===== src/rtl/knn_vote.sv =====
// k-NN majority vote: counts one neighbour slot per cycle and reports the most frequent label.
// Optional macro KNN_VOTE_NEAREST_TIE_EN: ties go to the nearest neighbour instead of the smaller label.
module knn_vote #(
    parameter int N_NEIGHBOUR = 4,
    parameter int LABEL_W     = 8
) (
    input  logic                               clk,
    input  logic                               rst,
    input  logic                               in_valid,
    output logic                               in_ready,
    input  logic [LABEL_W*N_NEIGHBOUR-1:0]     in_labels,
    output logic                               out_valid,
    input  logic                               out_ready,
    output logic [LABEL_W-1:0]                 out_label,
    output logic [$clog2(N_NEIGHBOUR+1)-1:0]   out_votes
);

    localparam int IDX_W  = (N_NEIGHBOUR > 1) ? $clog2(N_NEIGHBOUR) : 1;
    localparam int VOTE_W = $clog2(N_NEIGHBOUR + 1);
    localparam logic [IDX_W-1:0] LAST_IDX = IDX_W'(N_NEIGHBOUR - 1);

    typedef enum logic [1:0] {
        IDLE,
        COUNT,
        DONE
    } state_t;

    state_t state;
    state_t state_next;

    logic [LABEL_W-1:0] slot [N_NEIGHBOUR];
    logic [IDX_W-1:0]   idx;
    logic [LABEL_W-1:0] best_label;
    logic [VOTE_W-1:0]  best_count;
    logic [LABEL_W-1:0] cur_label;
    logic [VOTE_W-1:0]  cur_count;
    logic               replace;
    logic               accept;
    logic               last;

    assign accept = in_valid && (state == IDLE);
    assign last   = (idx == LAST_IDX);

    always_ff @(posedge clk or negedge rst) begin
        if (!rst) begin
            state <= IDLE;
        end else begin
            state <= state_next;
        end
    end

    always_comb begin
        state_next = state;
        case (state)
            IDLE:    if (in_valid)  state_next = COUNT;
            COUNT:   if (last)      state_next = DONE;
            DONE:    if (out_ready) state_next = IDLE;
            default:                state_next = IDLE;
        endcase
    end

    always_comb begin
        in_ready  = (state == IDLE);
        out_valid = (state == DONE);
    end

    // Occurrence count of the label in the slot currently under evaluation.
    always_comb begin
        cur_label = slot[idx];
        cur_count = '0;
        for (int j = 0; j < N_NEIGHBOUR; j++) begin
            if (slot[j] == cur_label) begin
                cur_count = cur_count + VOTE_W'(1);
            end
        end
    end

    always_comb begin
        replace = 1'b0;
        if (idx == '0) begin
            replace = 1'b1;
        end else if (cur_count > best_count) begin
            replace = 1'b1;
`ifdef KNN_VOTE_NEAREST_TIE_EN
        end else begin
            replace = 1'b0;
`else
        end else if ((cur_count == best_count) && (cur_label < best_label)) begin
            replace = 1'b1;
`endif
        end
    end

    // Output registers are loaded only on the final slot so they stay frozen outside DONE.
    always_ff @(posedge clk or negedge rst) begin
        if (!rst) begin
            for (int i = 0; i < N_NEIGHBOUR; i++) begin
                slot[i] <= '0;
            end
            idx        <= '0;
            best_label <= '0;
            best_count <= '0;
            out_label  <= '0;
            out_votes  <= '0;
        end else if (accept) begin
            for (int i = 0; i < N_NEIGHBOUR; i++) begin
                slot[i] <= in_labels[LABEL_W*i +: LABEL_W];
            end
            idx        <= '0;
            best_label <= '0;
            best_count <= '0;
        end else if (state == COUNT) begin
            if (replace) begin
                best_label <= cur_label;
                best_count <= cur_count;
            end
            if (last) begin
                idx       <= '0;
                out_label <= replace ? cur_label : best_label;
                out_votes <= replace ? cur_count : best_count;
            end else begin
                idx <= idx + IDX_W'(1);
            end
        end
    end

endmodule


===== config.mk =====
export PLATFORM = sky130hd
export DESIGN_NAME = knn_vote
export DESIGN_NICKNAME = d
export VERILOG_FILES = /design/src/rtl/knn_vote.sv
export SDC_FILE = /design/constraint.sdc
export NUM_CORES = 1
export LEC_CHECK = 0
export ABC_AREA = 1
export CAP_MARGIN = 20
export CORE_AREA = 2 2 81 91
export DETAILED_ROUTE_END_ITERATION = 6
export DIE_AREA = 0 0 83 93
export PLACE_DENSITY = 0.9
export SETUP_SLACK_MARGIN = 0.4
export SYNTH_ARGS = -nofsm -noshare
export SYNTH_HDL_FRONTEND = slang
export SYNTH_SLANG_ARGS = --single-unit

===== constraint.sdc =====
create_clock -name clk -period 10.8 [get_ports clk]
set_input_delay 2.16 -clock clk [delete_from_list [all_inputs] [get_ports clk]]
set_output_delay 2.16 -clock clk [all_outputs]
set_load 0.01 [all_outputs]

Yosys cells after proc, flatten, opt, wreduce, memory -nomap -nowiden

Index checks and enable logic that the tools add are counted.

$add $sub $neg: 4
Magnitude comparators: 3
Equality and inequality tests: 11
Mux-type cells: 23
Bitwise logic cells: 2
Reductions and logical operators: 7

Operators by type and width:

| kind                                                                    | number |
|---|---|
| 8-bit two-way mux                                                       | 5 |
| 8-bit equality test                                                     | 4 |
| 3-bit two-way mux                                                       | 6 |
| 8-bit binary-select mux with 2-bit select                               | 1 |
| 2-bit two-way mux                                                       | 6 |
| 3-bit by 1-bit adder with 3-bit output, second input constant           | 3 |
| 8-bit < comparator                                                      | 1 |
| 2-bit case mux with 3 select lines                                      | 1 |
| 3-bit AND reduction                                                     | 2 |
| 2-bit equality test, second input constant                              | 2 |
| 2-bit zero test                                                         | 2 |
| 1-bit two-way mux                                                       | 4 |
| 2-bit inequality test, second input constant                            | 2 |
| 3-bit equality test                                                     | 1 |
| 3-bit >= comparator, second input constant                              | 1 |
| 3-bit greater-than comparator                                           | 1 |
| 2-bit inverter with 3-bit output                                        | 1 |
| 2-bit by 1-bit adder with 2-bit output, second input constant           | 1 |
| 2-bit by 1-bit equality test with 1-bit output, second input constant   | 1 |
| 1-bit logical AND                                                       | 2 |
| 2-bit by 1-bit inequality test with 1-bit output, second input constant | 1 |
| 2-bit nonzero test                                                      | 1 |
| 1-bit inverter                                                          | 1 |

Flip-flop bits (word level): 58
Input bits: 36
Output and inout port bits: 13
Word-level logic and storage cells: 60

Longest topological paths before layout

Gate-level depths: netlist (run 1).

Depth in word-level cells: 20
Mapped depth: 33
Depth with buffers taken out: 30

Worst setup path before layout (run 1)

No wires, ideal clock.

Path type: register to register
Start: reg idx[0]
End: reg best_label[2]
Setup time: 0.132 ns
Arrival time: 3.525 ns
Data required time: 10.668 ns
Path slack: 7.143 ns
Stages on the path, launching flop included: 30
Path buffers: 3
Clock period less this slack: 3.657 ns
Path through: dfrtp_1 buf_6 buf_6 nand2_1 nand3_4 nand2_4 inv_1 or2_2 a21oi_1 nand4_1 inv_1 ha_1 inv_1 nand3_1 nand2_1 ha_1 nand3_1 nand2_1 nand2_1 ha_1 nand3_1 nor2_1 nand2_1 a21oi_1 nand2_1 nand2_1 buf_4 nand2_1 o21ai_1 o21ai_0

Word-level cells in the longest chain between the ends: 20
Elaborated cells between the ends (all ways): 26
Classes of those cells: add/sub (3); order compare (2); eq/ne (5); mux (13); bitwise (1); reduce/logical (2)

RTL lines:

| item                                                   | RTL line | source |
|---|---|---|
| start: declaration                                     | 32       | `logic [IDX_W-1:0] idx;` |
| start signal: assignment                               | 122      | `idx <= idx + IDX_W'(1);` |
| 2-bit inverter with 3-bit output (implied by the code) | 69       | `cur_label = slot[idx];` |
| 8-bit binary-select mux with 2-bit select              | 69       |  |
| 8-bit two-way mux (implied by the code) (2 in a row)   | 69       |  |
| 8-bit equality test                                    | 72       | `if (slot[j] == cur_label) begin` |
| 1-bit two-way mux                                      | 72       |  |
| 3-bit by 1-bit adder with 3-bit output                 | 73       | `cur_count = cur_count + VOTE_W'(1);` |
| 3-bit two-way mux                                      | 72       |  |
| 3-bit by 1-bit adder with 3-bit output                 | 73       |  |
| (+3 left out)                                          | --       |  |
| 3-bit equality test                                    | 88       | `end else if ((cur_count == best_count) && (cur_label < best_label)) begin` |
| 1-bit logical AND                                      | 88       |  |
| 1-bit two-way mux                                      | 88       |  |
| 1-bit two-way mux                                      | 82       | `end else if (cur_count > best_count) begin` |
| 1-bit two-way mux                                      | 80       | `if (idx == '0) begin` |
| 8-bit two-way mux (*)                                  | 113      | `if (replace) begin` |
| 8-bit two-way mux (*)                                  | 112      | `end else if (state == COUNT) begin` |
| 8-bit two-way mux (*)                                  | 105      | `end else if (accept) begin` |
| end signal: assignment                                 | 114      | `best_label <= cur_label;` |
| end: declaration                                       | 33       | `logic [LABEL_W-1:0] best_label;` |

Every way passes the cells marked *; elsewhere a longest branch is shown, timed or not. The select of a mux whose other input is x is not followed.
A chain may end at the register's enable or synchronous reset.

Worst setup path in the final report (run 1)

Start: reg idx[0]
End: reg best_count[1]

Word-level cells in the longest chain between the ends: 20
Elaborated cells between the ends (all ways): 26
Classes of those cells: add/sub (3); order compare (2); eq/ne (5); mux (13); bitwise (1); reduce/logical (2)

RTL lines:

| item                                                   | RTL line | source |
|---|---|---|
| 2-bit inverter with 3-bit output (implied by the code) | 69       |  |
| 8-bit binary-select mux with 2-bit select              | 69       |  |
| 8-bit two-way mux (implied by the code) (2 in a row)   | 69       |  |
| 8-bit equality test                                    | 72       |  |
| 1-bit two-way mux                                      | 72       |  |
| 3-bit by 1-bit adder with 3-bit output                 | 73       |  |
| 3-bit two-way mux                                      | 72       |  |
| 3-bit by 1-bit adder with 3-bit output                 | 73       |  |
| (+3 left out)                                          | --       |  |
| 3-bit equality test                                    | 88       |  |
| 1-bit logical AND                                      | 88       |  |
| 1-bit two-way mux                                      | 88       |  |
| 1-bit two-way mux                                      | 82       |  |
| 1-bit two-way mux                                      | 80       |  |
| 3-bit two-way mux (*)                                  | 113      |  |
| 3-bit two-way mux (*)                                  | 112      |  |
| 3-bit two-way mux (*)                                  | 105      |  |
| end signal: assignment                                 | 115      | `best_count <= cur_count;` |
| end: declaration                                       | 34       | `logic [VOTE_W-1:0] best_count;` |

Marks and branches as above.

==> results of run 1 <==
[through the flow]
step	hold slack, ns	power, W
finish	0.480	0.00164
global route	0.507	0.00179
detailed placement	0.468	0.00146
global placement	0.468	0.00142
CTS	0.484	0.00164
floorplan	0.449	0.00124
[final cells by class]
class	count	share of cell area [%]
well taps	85	2.31
inverters	54	4.67
repair buffers	50	10.6
flip-flops and latches	58	31.5
clock inverters	3	0.326
multi-input cells	374	47.4
clock buffers	13	3.23
[worst max path at each step]
stage	start	end	slack, ns	cells past startpoint
floorplan	idx[0]	best_label[2]	7.14	29
global placement	idx[0]	out_votes[0]	6.11	28
detailed placement	idx[0]	out_votes[0]	5.94	26
CTS	idx[0]	out_votes[0]	5.93	28
global route	idx[0]	out_votes[1]	5.44	28
finish	idx[0]	best_count[1]	5.87	28
[sequential cells by signal, summed over array words and instances, names as in the netlist]
| register | count |
|---|---|
| slot | 32 |
| idx | 2 |
| best_count | 3 |
| state | 2 |
| out_votes | 3 |
| best_label | 8 |
| out_label | 8 |
[placed cells by master, fill, tap and decap left out, types with 2 or more instances in the layout]
cell type / instances
nand2_2: 14
nand4_1: 4
nor2_4: 7
o21ai_0: 25
nand2_4: 17
nor2_2: 3
clkbuf_1: 3
dfrtp_1: 58
nand3b_1: 2
xnor2_1: 10
nand3_2: 12
nor2_1: 12
inv_1: 50
a21oi_1: 6
ha_1: 15
or2_2: 2
o21ai_1: 17
clkinv_2: 3
nand3_4: 10
clkbuf_8: 10
xor2_1: 2
buf_4: 2
nand3_1: 26
inv_2: 2
nand2_1: 182
clkdlybuf4s50_1: 47
[routing by layer]
layer  track usage, %  vias to the layer above
met5                0                        -
met4             9.15                        0
met3             4.94                       18
met2             40.9                       95
met1             29.3                     1595
li1                 -                     1673
[power breakdown]
group          switching [W]  internal (W)
clock              0.0000839     0.0000884
sequential          0.000117      0.000322
combinational       0.000640      0.000392
total               0.000841      0.000802
[critical path: cells and delay by family, from the launching register on]
family	cells	cell delay [ns]
compound gates	2	0.28
fa+ha+maj	3	0.76
buf+inv	5	0.64
flops	1	0.84
simple gates	18	2.33
[cells by family after synthesis]
group | after synthesis | synth area share [%]
adders and majority gates | 15 | 4.75
xor gates and xnor gates | 12 | 2.66
DFF | 58 | 36.7
and+or+nand+nor | 296 | 41.2
AOI/OAI and AO/OA | 51 | 6.68
buffers and inverters | 69 | 8.04
==> impl_metrics.tcl, run 1 <==
set metrics [dict create \
    status "complete, no violations" \
    syn_to_final_growth_pct 16.6 \
    wl_met1_um 3710 \
    power_density_nw_per_um2 356 \
    placed_cell_area_um2 4450 \
    cts_buffer_depth 2 \
    crit_top_cell "nand2_1" \
    hold_buffers 0 \
    dp_cells 621 \
    rows 32 \
    grt_pass1_wl_um 14700 \
    top_layer "met4" \
    syn-num-nets 552 \
    final_cells 637 \
    fin_nets 598 \
    finalCritPeriodShare_pct 45.6 \
    arrival_ns 5.21 \
    netlist_instances 501 \
    slew_headroom_pct 38.9 \
    clockRootBuffer "clkbuf_8" \
    synth_area_leaders "dfrtp_1 37%, nand2_1 17%, nand2_4 4.8%" \
    synth_warnings 0 \
    worstHoldStart "best_count[2]" \
    cap_violations 0 \
    r2r_end "best_count[1]" \
    grt_pass1_vias 3247 \
    ys_seq_area_share_pct 36.7 \
    grtUsageTotal_pct 23.7 \
    grt_max_degree 59 \
    slowest_stage "dfrtp_1" \
    hold_end "best_count[2]" \
    fin_skew_ns 0.00567 \
    cts_setup_buffers 0 \
    async_flop_share_pct 100 \
    htree_levels 3 \
    num_vias 3381 \
    die-area_um2 7720 \
    drive_above_1_share_pct 15.8 \
    core_area_um2 6850 \
    antennaDiodeCount 0 \
    syn-mean-instance-area_um2 7.89 \
    cts_resized 0 \
    worstMarginPinSlew_ns 0.914 \
    hold_path.class "reg2reg" \
    clk-insertion-delay-late_ns 0.34 \
    cts.sinks 58 \
    cp_data_required_time_ns 11.08 \
    drt-initial-drc-count 204 \
    wl_met2_um 4210 \
    grt_remaining_overflow 0 \
    max_freq_mhz 203 \
    fp.dieH_um 93 \
    ys_seq_elements 58 \
    period_minus_slack_ns 4.93 \
    holdPathStages 2 \
    ff_latch_area_um2 1450 \
    final_max_slew_viol_count 0 \
    dp_hpwl_um 6330 \
    dr_wl_met3_um 443 \
    ys.flop_type "dfrtp_1" \
    cts_buffers 9 \
    drc 0 \
    hold_viol 0 \
    cpPeakStageDelay_ns 0.84 \
    final_core_util_pct 67.4 \
    drt-total-wl_um 8570 \
    io_buffer_count 48 \
    die_w_um 83 \
    power.leakage_nw 2.32 \
    startpoint_type "flop" \
    cts_tree "done" \
    vias_per_cell 5.31 \
    synth_top_area_share_pct 36.7 \
    gp_congestion 0.950 \
    cp_max_fo 20 \
    syn_area_um2 3950 \
    clk_pin_slew_ns 0.07 \
    antenna_found_initial 0 \
    grt_setup_unrepaired "no" \
    drtPass1Iterations 5 \
    r2r_setup_slack_ns 5.87 \
    wl_per_cell_um 13.5 \
    io_pins 49 \
    ir_worst_vdd_mv 0.196 \
    path_class "reg2reg" \
    final_cell_area_um2 4610 \
    r2r-start "idx[0]" \
    critPathCaptureType "flop" \
    yosys.area.top_type "dfrtp_1" \
    synthTopCellsByCount "182 x nand2_1, 58 x dfrtp_1, 50 x inv_1" \
    start_util_pct 57.7 \
    yosysMostFrequentCell "nand2_1" \
    multi_input_area_um2 2180 \
    ant_nets 0 \
    r2r.worst_path.cells 28 \
    place_ws_ns 5.94 \
    tns_ns 0 \
    layout_setup_ws_ns 5.87 \
    setup_viol 0 \
    nFillCells 543 \
    ys_types 35 \
    synth-edff-count 0 \
]
(Power assumes the default switching activity.)
==> run 2: changes to the inputs <==
--- a/config.mk
+++ b/config.mk
@@ -7,10 +7,10 @@
 export LEC_CHECK = 0
 export ABC_AREA = 1
 export CAP_MARGIN = 20
-export CORE_AREA = 2 2 81 91
+export CORE_AREA = 2 2 87 98
 export DETAILED_ROUTE_END_ITERATION = 6
-export DIE_AREA = 0 0 83 93
-export PLACE_DENSITY = 0.9
+export DIE_AREA = 0 0 89 100
+export PLACE_DENSITY = 0.83
 export SETUP_SLACK_MARGIN = 0.4
 export SYNTH_ARGS = -nofsm -noshare
 export SYNTH_HDL_FRONTEND = slang
==> constraint.sdc (replaced) <==
create_clock -name clk -period 4.2 [get_ports clk]
set_input_delay 0.84 -clock clk [delete_from_list [all_inputs] [get_ports clk]]
set_output_delay 0.84 -clock clk [all_outputs]
set_load 0.01 [all_outputs]
==> run 2 against run 1 <==
Against the previous run: die area rose by 15%; largest cell class unchanged; sequential cell count did not move; global-route usage rose by 1.8 points; clock-buffer cell count fell by 1; maximum frequency rose by 22%; sequential share of layout area fell by 4.4 points; routed wire length rose by 31%.
==> impl_metrics.tcl, run 2 (synthesis gave the netlist of run 1 again) <==
set metrics [dict create \
    cpPeakStageDelay_ns 0.53 \
    gp_congestion 0.938 \
    cap_violations 0 \
    rows 35 \
    final_max_slew_viol_count 0 \
    antennaDiodeCount 0 \
    setup_viol 0 \
    grt_pass1_vias 3781 \
    placed_cell_area_um2 4560 \
    core_area_um2 8060 \
    drt-total-wl_um 11200 \
    largestRegisters "slot: 32 flops, best_label: 8 flops, out_label: 8 flops" \
    wl_per_cell_um 15.9 \
    slew_headroom_pct 26.7 \
    fp.dieH_um 100 \
    largest_reg_flops 32 \
    ant_nets 0 \
    grt_max_degree 49 \
    critPathCaptureType "flop" \
    clk-insertion-delay-late_ns 0.36 \
    hold_viol 0 \
    startpoint_type "flop" \
    hold_buffers 0 \
    grt_setup_unrepaired "yes" \
    dp_hpwl_um 6700 \
    die-area_um2 8900 \
    slowest_stage "dfrtp_2" \
    cts_buffers 9 \
    cp_num_buf_inv 6 \
    worstMarginPinSlew_ns 1.10 \
    syn_to_final_growth_pct 36.0 \
    io_pins 49 \
    grtUsageTotal_pct 25.5 \
    grt_pass1_wl_um 17500 \
    largest_register "slot" \
    cts_tree "done" \
    start_util_pct 49.1 \
    finalCritPeriodShare_pct 96.5 \
    grt_remaining_overflow 0 \
    cts_buffer_depth 2 \
    drive_above_1_share_pct 32.6 \
    htree_levels 3 \
    path_class "reg2reg" \
    drt-initial-drc-count 301 \
    layout_common_cells "158 x nand2_1, 56 x dfrtp_1, 47 x clkdlybuf4s50_1" \
    antenna_found_initial 0 \
    cp_max_fo 6 \
    drtPass1Iterations 5 \
    clockRootBuffer "clkbuf_8" \
    drc 0 \
    io_buffer_count 48 \
    tns_ns 0 \
    cp_data_required_time_ns 4.45 \
    crit_top_cell "nand2_2" \
    final_common_cell "nand2_1" \
    hold_path.class "reg2reg" \
    vias_per_cell 5.36 \
    cts.sinks 58 \
    num_vias 3766 \
    final_cell_area_um2 5380 \
    arrival_ns 4.31 \
    critical_path.top_delay_family "simple AND/OR/NAND/NOR gates" \
    period_minus_slack_ns 4.05 \
    fin_nets 639 \
    die_w_um 89 \
    max_freq_mhz 247 \
    clk_pin_slew_ns 0.06 \
    fin_skew_ns 0.00478 \
    status "complete, no violations" \
]
[run 2: cell types whose count changed in the layout (fill, tap and decap cells not counted), moves of 5 or more]
cell / before / now
buf_4: 2 / 31
nand2_1: 182 / 158
nand2_2: 14 / 32
nand3_1: 26 / 17
buf_6: 0 / 7
o21ai_0: 25 / 18
o21ai_2: 0 / 7
inv_1: 50 / 44
nand2_4: 17 / 23
nand3_4: 10 / 16
ha_1: 15 / 10
[run 2: area by class of cell]
cell class | instances | area (um2)
fillers | 619 | 2680
multi-input cells | 374 | 2520
flip-flops and latches | 58 | 1450
repair buffers | 90 | 867
inverters | 54 | 220
clock buffers | 12 | 155
well taps | 111 | 139
clock inverters | 3 | 15.0
repair inverters | 1 | 8.76
[run 2: worst register-to-register path, cell delays in order, from the launching register on]
cell	delay [ns]
dfrtp_2	0.53
clkinv_4	0.17
buf_6	0.17
nand2_4	0.06
nand3_4	0.10
nand2_4	0.11
xnor2_2	0.07
nor2_1	0.10
inv_1	0.07
nor4_4	0.30
ha_4	0.27
inv_2	0.07
nand3_2	0.09
nand2_2	0.11
ha_4	0.15
nand3_2	0.09
nand2_2	0.10
nand2_2	0.07
ha_4	0.23
a21oi_1	0.19
o21ai_1	0.14
a21oi_2	0.19
nand2_2	0.13
buf_12	0.17
inv_4	0.09
nand2_2	0.07
nand3_1	0.09
nand2_1	0.05
[run 2: timing repair]
| action | CTS | global route |
|---|---|---|
| gates resized for setup | 57 | 45 |
| setup buffers | 22 | 10 |
| setup endpoints to repair | 22 | 22 |
| pin swaps | 24 | 31 |
| cloned | 2 | 0 |
[run 2: path summary, 6_finish.rpt]
path	start	end	slack, ns	cells past startpoint
worst min register to register	best_count[2]	best_count[2]	0.48	2
worst max register to register	idx[0]	out_votes[2]	0.15	27
max in group asynchronous	rst	idx[1]	2.84	2
worst max-delay path	idx[0]	out_votes[2]	0.15	27
worst min-delay path	best_count[2]	best_count[2]	0.48	2
min in group asynchronous	rst	state[1]	0.50	1
[run 2: per-stage QoR]
step                      setup WS, ns  hold slack [ns]  util, %  instances
after floorplan                  0.543            0.449        -        501
after global placement           0.231            0.464     56.6        654
after detailed placement        0.0375            0.470     56.6        654
after CTS                        0.407            0.487     63.8        693
after global routing            0.0385            0.505     66.7        703
final                            0.148            0.481     66.7        703
[run 2: metal layers]
layer / track usage, % / share of wire, %
met5: 0 / 0
met3: 6.41 / 5.0
met2: 42.9 / 50
met4: 11.9 / 5.0
met1: 30.2 / 40
Power of run 2 is left out: the tool's default activity adds up to more than one toggle a clock period on the data nets, which glitch-free logic cannot reach.
==> run 3: changes to the inputs <==
--- a/config.mk
+++ b/config.mk
@@ -7,10 +7,11 @@
 export LEC_CHECK = 0
 export ABC_AREA = 1
 export CAP_MARGIN = 20
-export CORE_AREA = 2 2 87 98
+export CORE_AREA = 2 2 82 92
 export DETAILED_ROUTE_END_ITERATION = 6
-export DIE_AREA = 0 0 89 100
-export PLACE_DENSITY = 0.83
+export DIE_AREA = 0 0 84 94
+export DONT_BUFFER_PORTS = 1
+export PLACE_DENSITY = 0.82
 export SETUP_SLACK_MARGIN = 0.4
 export SYNTH_ARGS = -nofsm -noshare
 export SYNTH_HDL_FRONTEND = slang
==> run 3 against run 2 <==
Against the previous run: first-iteration DRC count shrank 4.0%; highest routed layer unchanged; sequential share of layout area grew 1.6 points; routed wire length grew 12%; via count grew 0.53%; critical path type unchanged; clock-buffer cell count grew 1; critical path depth grew 3; non-clock buffer count shrank 52; setup slack gained 0.0090 ns; critical endpoint is now out_votes[1]; register-to-register slack is essentially flat.
==> impl_metrics.tcl, run 3 (synthesis gave the netlist of run 1 again) <==
set metrics [dict create \
    cts_tree "done" \
    gp_congestion 0.937 \
    clk_pin_slew_ns 0.07 \
    drt-total-wl_um 12500 \
    dp_hpwl_um 6290 \
    num_vias 3786 \
    largest_reg_flops 32 \
    die_w_um 84 \
    critical_path.top_delay_family "simple AND/OR/NAND/NOR gates" \
    startpoint_type "flop" \
    multi_input_area_um2 2670 \
    grtUsageTotal_pct 29.5 \
    setup_viol 0 \
    io_buffer_count 0 \
    cap_violations 0 \
    wl_per_cell_um 20.0 \
    busiest_layer "met2" \
    clk-insertion-delay-late_ns 0.37 \
    path_class "reg2reg" \
    cts.sinks 58 \
    status "complete, no violations" \
    grt_max_degree 59 \
    grtUsageMet1_pct 30.7 \
    antennaDiodeCount 0 \
    drc 0 \
    io_pins 49 \
    grt_setup_unrepaired "yes" \
    finalCritPeriodShare_pct 96.3 \
    hold_viol 0 \
    period_minus_slack_ns 4.04 \
    drt-initial-drc-count 289 \
    fp.dieH_um 94 \
    ant_nets 0 \
    grt_pass1_vias 3815 \
    cts_buffers 9 \
    nFillCells 480 \
    grt_remaining_overflow 0 \
    slew_headroom_pct 29.5 \
    cp_max_fo 8 \
    tns_ns 0 \
    cp_num_buf_inv 9 \
    start_util_pct 57.1 \
    crit_top_cell "nand2_4" \
    antenna_found_initial 0 \
    max_freq_mhz 247 \
    layout_common_cells "154 x nand2_1, 56 x dfrtp_1, 44 x inv_1" \
    clockRootBuffer "clkbuf_8" \
    syn_to_final_growth_pct 28.3 \
    critPathCaptureType "flop" \
    drtPass1Iterations 5 \
    cp_data_required_time_ns 4.46 \
    fin_skew_ns 0.00808 \
    final_max_slew_viol_count 0 \
    rows 32 \
    fin_nets 586 \
    slowest_stage "dfrtp_2" \
    use_met3_pct 8.52 \
    cts_buffer_depth 2 \
    largest_register "slot" \
    grt_pass1_wl_um 17900 \
    ff_latch_area_um2 1450 \
    drive_above_1_share_pct 35.9 \
    htree_levels 3 \
    die-area_um2 7900 \
    final_common_cell "nand2_1" \
    arrival_ns 4.31 \
    largestRegisters "slot: 32 flops, best_label: 8 flops, out_label: 8 flops" \
    vias_per_cell 6.06 \
    met2_usage_pct 52.5 \
    worstMarginPinSlew_ns 1.05 \
    cpPeakStageDelay_ns 0.39 \
    core_area_um2 6930 \
    hold_path.class "in2async" \
]
==> run 3: cell count changes in the layout (fill, tap and decap cells not counted), moves of 4 or more <==
cell,before,now
nand3_4,16,20
o21ai_4,1,6
buf_6,7,3
nand2_4,23,30
buf_4,31,26
nand2_2,32,26
clkdlybuf4s50_1,47,0
nand2_1,158,154
==> run 3: through the flow <==
step	instance area [um2]	setup WS (ns)	cells	hold WS [ns]	util, %
6_report	5070	0.157	625	0.163	73.2
4_1_cts	4730	0.271	613	0.171	68.4
5_1_grt	5070	-0.0491	625	0.161	73.2
2_1_floorplan	3950	0.543	501	0.449	-
3_5_place_dp	4010	-0.0351	575	0.486	57.9
3_3_place_gp	4010	0.133	575	0.466	57.9
==> run 3: cell type report <==
cell class              count  share of cell area, %
well taps                  85                   2.10
clock inverters             3                  0.296
multi-input cells         374                   52.7
inverters                  54                   4.52
flip-flops and latches     58                   28.7
clock buffers              13                   2.94
repair buffers             38                   8.76
==> run 3: path summary, 6_finish.rpt <==
kind                       startpoint      endpoint  slack [ns]  cells past startpoint
setup / recovery               idx[0]  out_votes[1]        0.16                     30
hold reg to reg              state[0]      state[1]        0.52                      1
min in group clk             state[0]      state[1]        0.52                      1
max in group asynchronous         rst      slot[24]        3.93                      0
setup reg to reg               idx[0]  out_votes[1]        0.16                     30
hold / removal                    rst  out_votes[1]        0.16                      0
==> run 3: timing repair <==
action | CTS | global route
buffers inserted | 18 | 12
hold buffers | 0 | 0
resized for setup | 84 | 52
endpoints found under the setup margin | 22 | 22
pin swaps | 25 | 27
cloned | 4 | 0
==> run 3: metal layers <==
metal | vias to the layer above | part of all wire, % | wire length [um]
met2 | 248 | 51 | 6340
met4 | 0 | 6.6 | 829
met3 | 88 | 8.0 | 1000
li1 | 1661 | - | -
met1 | 1789 | 35 | 4340
met5 | - | 0 | 0
==> run 3: worst register-to-register path: cells and delay by family (launching register included) <==
| kind | cells | cell delay (ns) |
|---|---|---|
| fa+ha+maj | 3 | 0.57 |
| simple gates | 14 | 1.53 |
| buf+inv | 9 | 0.89 |
| flops | 1 | 0.39 |
| compound gates | 4 | 0.56 |
Power of run 3 is left out for the same reason.
